--- src/rtl/seg_text_render_if.sv ---
// Pixel-path bundle for seg_text_render: scan coordinates, glyph buffer writes,
// blink controls and the registered lit-pixel result.
interface seg_text_render_if #(
  parameter int NUM_CHARS = 4
);
  logic [9:0]           start_x;
  logic [9:0]           start_y;
  logic [9:0]           x;
  logic [9:0]           y;
  logic                 frame_tick;
  logic                 wr_en;
  logic [3:0]           wr_addr;
  logic [3:0]           wr_code;
  logic [NUM_CHARS-1:0] blink_mask;
  logic                 display;

  modport master (
    output start_x, start_y, x, y, frame_tick, wr_en, wr_addr, wr_code, blink_mask,
    input  display
  );

  modport slave (
    input  start_x, start_y, x, y, frame_tick, wr_en, wr_addr, wr_code, blink_mask,
    output display
  );
endinterface

--- src/rtl/seg_text_render.sv ---
// Two-stage pipelined renderer for a row of seven-segment glyphs held in a small
// writable buffer, with integer scaling and per-character frame-tick blinking.
module seg_text_render #(
  parameter int NUM_CHARS    = 4,
  parameter int SCALE_SHIFT  = 0,
  parameter int BLINK_FRAMES = 30
) (
  input  logic              clk,
  input  logic              reset,
  seg_text_render_if.slave  bus
);

  localparam int          CNT_W = (BLINK_FRAMES > 1) ? $clog2(BLINK_FRAMES) : 1;
  localparam logic [12:0] BOX_W = 13'((NUM_CHARS * 32) << SCALE_SHIFT);
  localparam logic [12:0] BOX_H = 13'(40 << SCALE_SHIFT);
  localparam logic [3:0]  CODE_BLANK = 4'hF;

  typedef struct packed {
    logic a;
    logic b;
    logic c;
    logic d;
    logic e;
    logic f;
    logic g;
  } seg_t;

  function automatic seg_t glyph_segs(input logic [3:0] code);
    case (code)
      4'd0:    glyph_segs = seg_t'(7'b1111110);
      4'd1:    glyph_segs = seg_t'(7'b0110000);
      4'd2:    glyph_segs = seg_t'(7'b1101101);
      4'd3:    glyph_segs = seg_t'(7'b1111001);
      4'd4:    glyph_segs = seg_t'(7'b0110011);
      4'd5:    glyph_segs = seg_t'(7'b1011011);
      4'd6:    glyph_segs = seg_t'(7'b1011111);
      4'd7:    glyph_segs = seg_t'(7'b1110000);
      4'd8:    glyph_segs = seg_t'(7'b1111111);
      4'd9:    glyph_segs = seg_t'(7'b1111011);
      4'd10:   glyph_segs = seg_t'(7'b1100111);
      4'd11:   glyph_segs = seg_t'(7'b0001110);
      4'd12:   glyph_segs = seg_t'(7'b1110111);
      4'd13:   glyph_segs = seg_t'(7'b1001111);
      4'd14:   glyph_segs = seg_t'(7'b0000001);
      default: glyph_segs = seg_t'(7'b0000000);
    endcase
  endfunction

  // Segment rectangles in unscaled cell coordinates; columns 26..31 never match.
  function automatic logic seg_hit(input seg_t s, input logic [4:0] lx, input logic [5:0] ly);
    logic col_mid;
    logic col_left;
    logic col_right;
    col_mid   = (lx >= 5'd5)  && (lx <= 5'd20);
    col_left  = (lx <= 5'd4);
    col_right = (lx >= 5'd21) && (lx <= 5'd25);
    seg_hit = (s.a && col_mid   && (ly <= 6'd4))
           || (s.g && col_mid   && (ly >= 6'd17) && (ly <= 6'd21))
           || (s.d && col_mid   && (ly >= 6'd35) && (ly <= 6'd39))
           || (s.f && col_left  && (ly >= 6'd5)  && (ly <= 6'd16))
           || (s.b && col_right && (ly >= 6'd5)  && (ly <= 6'd16))
           || (s.e && col_left  && (ly >= 6'd22) && (ly <= 6'd34))
           || (s.c && col_right && (ly >= 6'd22) && (ly <= 6'd34));
  endfunction

  // Offsets are 11-bit two's complement so a scan left of or above the box goes negative instead of wrapping.
  logic [10:0] w_dx;
  logic [10:0] w_dy;
  logic        w_in_box;
  logic [3:0]  w_char;
  logic [4:0]  w_lx;
  logic [5:0]  w_ly;

  assign w_dx     = {1'b0, bus.x} - {1'b0, bus.start_x};
  assign w_dy     = {1'b0, bus.y} - {1'b0, bus.start_y};
  assign w_in_box = !w_dx[10] && !w_dy[10]
                 && ({2'b00, w_dx} < BOX_W) && ({2'b00, w_dy} < BOX_H);
  assign w_char   = 4'(w_dx >> (5 + SCALE_SHIFT));
  assign w_lx     = w_dx[4 + SCALE_SHIFT -: 5];
  assign w_ly     = 6'(w_dy >> SCALE_SHIFT);

  logic       r_in_box;
  logic [3:0] r_char;
  logic [4:0] r_lx;
  logic [5:0] r_ly;

  // NOTE: clocked state always uses non-blocking assignments so every register samples pre-edge values.
  always_ff @(posedge clk) begin
    if (reset) begin
      r_in_box <= 1'b0;
      r_char   <= 4'd0;
      r_lx     <= 5'd0;
      r_ly     <= 6'd0;
    end else begin
      r_in_box <= w_in_box;
      r_char   <= w_char;
      r_lx     <= w_lx;
      r_ly     <= w_ly;
    end
  end

  logic [3:0] r_buf [NUM_CHARS];

  // NOTE: the glyph buffer is a handful of flops rather than a RAM, so it takes the reset to blank like any register.
  always_ff @(posedge clk) begin
    if (reset) begin
      for (int i = 0; i < NUM_CHARS; i++) begin
        r_buf[i] <= CODE_BLANK;
      end
    end else if (bus.wr_en) begin
      for (int i = 0; i < NUM_CHARS; i++) begin
        if (bus.wr_addr == 4'(i)) begin
          r_buf[i] <= bus.wr_code;
        end
      end
    end
  end

  logic [CNT_W-1:0] r_blink_cnt;
  logic             r_blink_phase;

  always_ff @(posedge clk) begin
    if (reset) begin
      r_blink_cnt   <= '0;
      r_blink_phase <= 1'b0;
    end else if (bus.frame_tick) begin
      if (r_blink_cnt == CNT_W'(BLINK_FRAMES - 1)) begin
        r_blink_cnt   <= '0;
        r_blink_phase <= ~r_blink_phase;
      end else begin
        r_blink_cnt <= r_blink_cnt + CNT_W'(1);
      end
    end
  end

  logic [3:0] w_code;
  logic       w_blink_en;
  seg_t       w_segs;
  logic       w_lit;

  // NOTE: every combinational output gets a default first so no path can leave it holding a value (no latch).
  always_comb begin
    w_code     = CODE_BLANK;
    w_blink_en = 1'b0;
    for (int i = 0; i < NUM_CHARS; i++) begin
      if (r_char == 4'(i)) begin
        w_code     = r_buf[i];
        w_blink_en = bus.blink_mask[i];
      end
    end
  end

  assign w_segs = glyph_segs(w_code);
  assign w_lit  = r_in_box && seg_hit(w_segs, r_lx, r_ly) && !(r_blink_phase && w_blink_en);

  logic r_display;

  always_ff @(posedge clk) begin
    if (reset) begin
      r_display <= 1'b0;
    end else begin
      r_display <= w_lit;
    end
  end

  assign bus.display = r_display;

endmodule

--- src/flat_wrapper.sv ---
// flat-port wrapper written by rule: the top's interface ports become plain ports
module seg_text_render_flat 
#(
  parameter int NUM_CHARS    = 4,
  parameter int SCALE_SHIFT  = 0,
  parameter int BLINK_FRAMES = 30
)
  (clk, reset, bus_start_x, bus_start_y, bus_x, bus_y, bus_frame_tick, bus_wr_en, bus_wr_addr, bus_wr_code, bus_blink_mask, bus_display);
  seg_text_render_if #(.NUM_CHARS(NUM_CHARS)) bus_i ();
  input  logic clk;
  input  logic reset;
  input wire logic [$bits(bus_i.start_x)-1:0] bus_start_x;
  input wire logic [$bits(bus_i.start_y)-1:0] bus_start_y;
  input wire logic [$bits(bus_i.x)-1:0] bus_x;
  input wire logic [$bits(bus_i.y)-1:0] bus_y;
  input wire logic [$bits(bus_i.frame_tick)-1:0] bus_frame_tick;
  input wire logic [$bits(bus_i.wr_en)-1:0] bus_wr_en;
  input wire logic [$bits(bus_i.wr_addr)-1:0] bus_wr_addr;
  input wire logic [$bits(bus_i.wr_code)-1:0] bus_wr_code;
  input wire logic [$bits(bus_i.blink_mask)-1:0] bus_blink_mask;
  output wire logic [$bits(bus_i.display)-1:0] bus_display;
  assign bus_i.start_x = bus_start_x;
  assign bus_i.start_y = bus_start_y;
  assign bus_i.x = bus_x;
  assign bus_i.y = bus_y;
  assign bus_i.frame_tick = bus_frame_tick;
  assign bus_i.wr_en = bus_wr_en;
  assign bus_i.wr_addr = bus_wr_addr;
  assign bus_i.wr_code = bus_wr_code;
  assign bus_i.blink_mask = bus_blink_mask;
  assign bus_display = bus_i.display;
  seg_text_render #(.NUM_CHARS(NUM_CHARS), .SCALE_SHIFT(SCALE_SHIFT), .BLINK_FRAMES(BLINK_FRAMES)) u_core (.clk(clk), .reset(reset), .bus(bus_i));
endmodule
--- config.mk ---
export PLATFORM = sky130hd
export DESIGN_NAME = seg_text_render_flat
export DESIGN_NICKNAME = d
export VERILOG_FILES = /design/src/rtl/seg_text_render_if.sv /design/src/rtl/seg_text_render.sv /design/src/flat_wrapper.sv
export SDC_FILE = /design/constraint.sdc
export NUM_CORES = 1
export LEC_CHECK = 0
export CAP_MARGIN = 5
export CELL_PAD_IN_SITES_DETAIL_PLACEMENT = 1
export CELL_PAD_IN_SITES_GLOBAL_PLACEMENT = 1
export CORE_MARGIN = 1
export CORE_UTILIZATION = 39
export CTS_CLUSTER_DIAMETER = 50
export DETAILED_ROUTE_END_ITERATION = 16
export HOLD_SLACK_MARGIN = 0.1
export PLACE_DENSITY = 0.83
export SETUP_SLACK_MARGIN = 0.5
export SLEW_MARGIN = 0
export SYNTH_ARGS = -nofsm -noshare
export SYNTH_HDL_FRONTEND = slang
export SYNTH_SLANG_ARGS = --single-unit
--- constraint.sdc ---
create_clock -name clk -period 3.4 [get_ports clk]
set_input_delay 0.85 -clock clk [delete_from_list [all_inputs] [get_ports clk]]
set_output_delay 0.85 -clock clk [all_outputs]
set_load 0.05 [all_outputs]
Word level (Yosys, flattened, before mapping)

Memory sizes are Yosys's and may differ from the RTL's.
Index checks and enable logic that the tools add are counted.

Bits in registers: 23
Memory bits (writable): 16
Memory bits (read-only): 112
Input bits: 56
Output and inout bits: 1
Word-level logic and storage cells: 111
Memories kept: 2

Memories:

| memory           | words | bits a word | read ports | clocked after memory_dff | write ports | RTL line               | text |
|---|---|---|---|---|---|---|---|
| (name not given) | 16    | 7           | 1          | 0                        | 0           | seg_text_render.sv:29  | `case (code)` |
| u_core.r_buf     | 4     | 4           | 4          | 0                        | 4           | seg_text_render.sv:102 | `logic [3:0] r_buf [NUM_CHARS];` |

Add/subtract/negate cells: 3
Order comparisons: 16
Equal/unequal tests: 7
Muxes and demuxes: 31
Bitwise operators: 5
Reductions and logical operators: 40

Operators with widths:

| kind                                                                                 | number |
|---|---|
| 4-bit two-way mux                                                                    | 8 |
| 1-bit logical AND                                                                    | 28 |
| 1-bit two-way mux                                                                    | 22 |
| 10-bit by 10-bit subtractor with 11-bit output                                       | 2 |
| 4-bit by 2-bit == test with 1-bit output (second input constant)                     | 4 |
| 6-bit by 5-bit greater-or-equal comparator with 1-bit output (second input constant) | 2 |
| 6-bit by 5-bit less-or-equal comparator with 1-bit output (second input constant)    | 2 |
| 6-bit less-or-equal comparator (second input constant)                               | 2 |
| 11-bit by 6-bit less-than comparator with 1-bit output (second input constant)       | 1 |
| 11-bit by 8-bit less-than comparator with 1-bit output (second input constant)       | 1 |
| 5-bit less-or-equal comparator (second input constant)                               | 2 |
| 4-bit by 1-bit == test with 1-bit output (second input constant)                     | 2 |
| 4-bit logical NOT                                                                    | 2 |
| 6-bit by 3-bit greater-or-equal comparator with 1-bit output (second input constant) | 1 |
| 6-bit greater-or-equal comparator (second input constant)                            | 1 |
| 6-bit by 3-bit less-or-equal comparator with 1-bit output (second input constant)    | 1 |
| 1-bit logical OR                                                                     | 6 |
| 5-bit by 1-bit adder with 5-bit output (second input constant)                       | 1 |
| 5-bit == test (second input constant)                                                | 1 |
| 5-bit by 3-bit greater-or-equal comparator with 1-bit output (second input constant) | 1 |
| 5-bit greater-or-equal comparator (second input constant)                            | 1 |
| 5-bit by 3-bit less-or-equal comparator with 1-bit output (second input constant)    | 1 |
| 5-bit two-way mux                                                                    | 1 |
| 1-bit OR                                                                             | 4 |
| other kinds (3)                                                                      | 5 |

Logic depth before layout (Yosys ltp)

An unclocked memory read counts as a cell.

Word-level depth: 17
Mapped depth: 13

Least setup slack after synthesis

OpenSTA, ideal clock, no wires.

Path kind: input -> register
Start point: input bus_x[0]
End point: register u_core.r_in_box
Arrival: 2,581 ps
Data required time: 3,304 ps
Path slack: 723 ps
Stages on the path: 10
Path buffers: 0
Path through: inv_1 > ha_1 > fa_1 > nand2b_1 > a21boi_0 > o21ai_0 > o21ai_0 > xnor2_1 > nand2_1 > nor4b_1

Word-level cells in the longest chain between the ends: 5

RTL lines:

| element                                                                                                        | RTL line              | text |
|---|---|---|
| from (decl)                                                                                                    | flat_wrapper.sv:14    | `input wire logic [$bits(bus_i.x)-1:0] bus_x;` |
| 10-bit by 10-bit subtractor with 11-bit output *                                                               | seg_text_render.sv:74 | `assign w_dx = {1'b0, bus.x} - {1'b0, bus.start_x};` |
| parallel branches: the longest is 2 deep, another holds 11-bit by 8-bit less-than comparator with 1-bit output | -                     |  |
| 1-bit logical AND * (2 in a row)                                                                               | seg_text_render.sv:77 | `&& ({2'b00, w_dx} < BOX_W) && ({2'b00, w_dy} < BOX_H);` |
| to (signal assigned)                                                                                           | seg_text_render.sv:95 | `r_in_box <= w_in_box;` |
| to (decl)                                                                                                      | seg_text_render.sv:82 | `logic r_in_box;` |

Every way passes the cells marked *.
A chain may end at the register's enable or synchronous reset.

Worst setup path in the final report

Start point: input bus_start_y[2]
End point: register u_core.r_in_box

Word-level cells in the longest chain between the ends: 5

RTL lines:

| element                                                                                                        | RTL line              | text |
|---|---|---|
| from (decl)                                                                                                    | flat_wrapper.sv:13    | `input wire logic [$bits(bus_i.start_y)-1:0] bus_start_y;` |
| 10-bit by 10-bit subtractor with 11-bit output *                                                               | seg_text_render.sv:75 | `assign w_dy = {1'b0, bus.y} - {1'b0, bus.start_y};` |
| parallel branches: the longest is 3 deep, another holds 11-bit by 6-bit less-than comparator with 1-bit output | -                     |  |
| 1-bit logical AND *                                                                                            | seg_text_render.sv:77 |  |

Marked as above.

==> impl_metrics.json <==
{
  "status": "finished, final reports clean",
  "overflow": 0,
  "vias_per_cell": 5.27,
  "synth_mux_area_share_pct": 5.08,
  "hp-class": "reg -> reg",
  "synth_seq_cells": 39,
  "worst_slew_pin_slew_ns": 0.602,
  "pre_cts_slack_ns": 0.00761,
  "placed_area_um2": 3460,
  "post-place-cells": 465,
  "postSynthAreaPerCell_um2": 8.80,
  "synth_edf_count": 16,
  "clock_skew_ns": 0.00934,
  "syn-num-nets": 402,
  "drt_iter0_markers": 39,
  "cpPeakStageDelay_ns": 0.46,
  "synth_cell_type_count": 51,
  "postSynthCellCount": 319,
  "required_ns": 3.61,
  "max_slew_margin_pct": 59.8,
  "period_share_pct": 83.2,
  "final_cells": 477,
  "antenna_found_initial": 0,
  "die_w_um": 86.8,
  "antenna_left": 0,
  "final_area_um2": 3640,
  "cts_tree": "done",
  "grt_first_pass_wirelength_um": 11400,
  "n_antenna_cell": 0,
  "critPathCaptureType": "flip-flop",
  "clockBufferDepth": 2,
  "power_leakage_nw": 1.49,
  "finalHoldViolCount": 0,
  "grt_use_total_pct": 19.0,
  "r2r-end": "u_core.bus.display",
  "setup_violations": 0,
  "cts.sinks": 39,
  "cp.depth": 10,
  "clk_pin_slew_ns": 0.07,
  "r2r_slack_ns": 0.74,
  "worstPathMaxFanout": 4,
  "synth-async-reset-ratio_pct": 0,
  "drc": 0,
  "drv_cap": 0,
  "insertion_delay_ns": 0.30,
  "area_delta_synth_final_pct": 29.7,
  "grt_max_degree": 15,
  "synth_xor_area_share_pct": 4.06,
  "p_total_mw": 1.32,
  "finalCriticalPeriod_ns": 2.83,
  "first_pass_iters": 5,
  "r2r_cells": 9,
  "die_h_um": 86.8,
  "fin_util_pct": 53.0,
  "cp_top_family": "compound AO/OA/AOI/OAI gates",
  "start_kind": "input pin",
  "numCtsBuffers": 5,
  "synth_top_family_by_area": "simple AND/OR/NAND/NOR gates",
  "slew_viol_final": 0,
  "powerDensity_nw_per_um2": 363,
  "tns_ns": 0,
  "routedWlPerCell_um": 14.3,
  "port_buffers": 56,
  "synth-main-ff-cell": "dfxtp_1",
  "whs_ns": 0.529,
  "synth_area_um2": 2810,
  "fmax_mhz": 353,
  "design.core.area_um2": 6870,
  "cts_max_level": 2,
  "timing.rr.start": "u_core.r_char[0]",
  "netlist_top_cells_area": "edfxtp_1, dfxtp_1, ha_1",
  "synth_compound_area_share_pct": 17.0,
  "drive_above_1_share_pct": 12.3,
  "start_util_pct": 40.9,
  "wirelength_um": 6800,
  "nets": 463,
  "yosys_warnings": 0,
  "synth_top_cell_by_area": "edfxtp_1",
  "grt_pass1_vias": 2581,
  "gp_congestion": 0.778,
  "synthAdderAreaFrac_pct": 12.6,
  "num_rows": 30,
  "vias": 2515,
  "ys_seq_area_share_pct": 33.5,
  "clockRootBuffer": "clkbuf_8",
  "ir_worst_vdd_mv": 0.166,
  "die_area_um2": 7540,
  "dp_hpwl_um": 5480,
  "cts_hold_buf": 0,
  "crit_type": "in -> reg",
  "worstSetupEndpoint": "u_core.r_in_box",
  "rsz0062_at_grt": "true",
  "crit_chain": "clkdlybuf4s50_1 -> inv_1 -> ha_1 -> nor2b_1 -> o21ai_1 -> a21oi_1 -> a2111o_1 -> a21oi_2 -> mux2i_1 -> nor4b_2",
  "crit_slowest_cell": "clkdlybuf4s50_1",
  "synth_top_area_share_pct": 17.1,
  "crit_arrival_ns": 3.04,
  "layout_setup_ws_ns": 0.570,
  "startpoint": "bus_start_y[2]",
  "crit_buf_inv": 2,
  "synth-simple-area-share_pct": 21.7,
  "filler_cell_count": 827,
  "io_pins": 57
}
==> kinds of logic after synthesis <==
group / after synthesis
and+or+nand+nor: 116
AOI/OAI and AO/OA: 73
buffers and inverters: 43
DFF: 39
adders and majority gates: 27
xor gates and xnor gates: 13
muxes: 8
==> final cells by class <==
cell class	count	area [µm²]	area share [%]
repair buffers	62	606	16.6
clock inverters	3	17.5	0.481
multi-input cells	237	1750	48.1
flip-flops and latches	39	945	25.9
clock buffers	5	68.8	1.89
well taps	96	120	3.30
inverters	35	131	3.61
==> power breakdown <==
group	leakage, nW	internal [mW]	switching [mW]
Combinational	1.10	0.227	0.234
Clock	0.0421	0.142	0.164
Sequential	0.351	0.523	0.0292
Total	1.49	0.892	0.428
==> worst min-delay path by stage <==
stage | start | end | slack (ns) | depth (start not counted)
5_1_grt | u_core.r_blink_cnt[4] | u_core.r_blink_cnt[4] | 0.57 | 2
3_3_place_gp | u_core.r_blink_cnt[1] | u_core.r_blink_cnt[1] | 0.50 | 2
3_5_place_dp | u_core.r_blink_cnt[4] | u_core.r_blink_cnt[4] | 0.52 | 2
4_1_cts | u_core.r_blink_cnt[1] | u_core.r_blink_cnt[1] | 0.54 | 2
2_1_floorplan | u_core.r_blink_cnt[4] | u_core.r_blink_cnt[4] | 0.47 | 2
6_report | u_core.r_blink_cnt[1] | u_core.r_blink_cnt[1] | 0.53 | 2
==> state kept, by name (all words and copies together) (netlist names) <==
register	cells
u_core.r_blink_phase	1
u_core.bus.display	1
u_core.r_in_box	1
u_core.r_lx	5
u_core.r_blink_cnt	5
u_core.r_char	4
u_core.r_buf	16
u_core.r_ly	6
==> Yosys cell counts, types with 4 or more instances <==
master / n
inv_1: 35
nor2_1: 32
ha_1: 25
dfxtp_1: 23
o21ai_0: 19
nand2_1: 18
edfxtp_1: 16
nand2b_1: 14
or2_2: 13
a21oi_1: 12
nor2b_1: 10
nor3_1: 8
xor2_1: 8
a21o_1: 6
clkbuf_1: 5
mux4_2: 5
xnor2_1: 5
a21boi_0: 4
a31oi_1: 4
o21a_1: 4
==> worst register-to-register path: stages, from the launching register on <==
cell and delay (ns):
dfxtp_4 0.41, mux4_2 0.57, nand2b_1 0.21, ha_1 0.23, inv_1 0.08, mux2i_1 0.08, or4b_1 0.49, o2111ai_1 0.16
o21ai_0 0.15, o21ai_1 0.19
==> what timing repair did <==
item | in CTS | in global routing
pin swaps | 0 | 2
resized for setup | 3 | 20
setup buffers | 0 | 4
endpoints found under the setup margin | 2 | 3
==> cells in the final DEF (no fill, tap or decap), drive strengths merged, types with 2 or more instances in the layout <==
| master | n |
|---|---|
| mux4 | 5 |
| edfxtp | 16 |
| a2111oi | 2 |
| or3 | 2 |
| o211ai | 2 |
| mux2i | 3 |
| and3 | 3 |
| inv | 36 |
| nor4b | 2 |
| nand2b | 14 |
| a21o | 6 |
| dfxtp | 23 |
| xor2 | 8 |
| nor2 | 32 |
| o21ai | 20 |
| buf | 6 |
| o2111ai | 2 |
| fa | 2 |
| nor3 | 9 |
| clkbuf | 5 |
| o21bai | 2 |
| or2 | 13 |
| a21boi | 4 |
| nand4 | 3 |
| clkdlybuf4s50 | 56 |
| nor3b | 3 |
| nand3b | 2 |
| a211oi | 3 |
| ha | 25 |
| nand2 | 18 |
| xnor2 | 5 |
| a31oi | 4 |
| o22ai | 3 |
| a21oi | 12 |
| nand3 | 3 |
| nor2b | 10 |
| o21a | 4 |
==> metal layers <==
layer,global-route usage (%),vias up,share of wire [%]
li1,-,1246,-
met5,0,-,0
met2,35.9,47,53
met3,2.57,7,2.6
met4,4.09,0,1.1
met1,22.7,1215,43
Note: power is estimated with default switching activity, not from simulation.
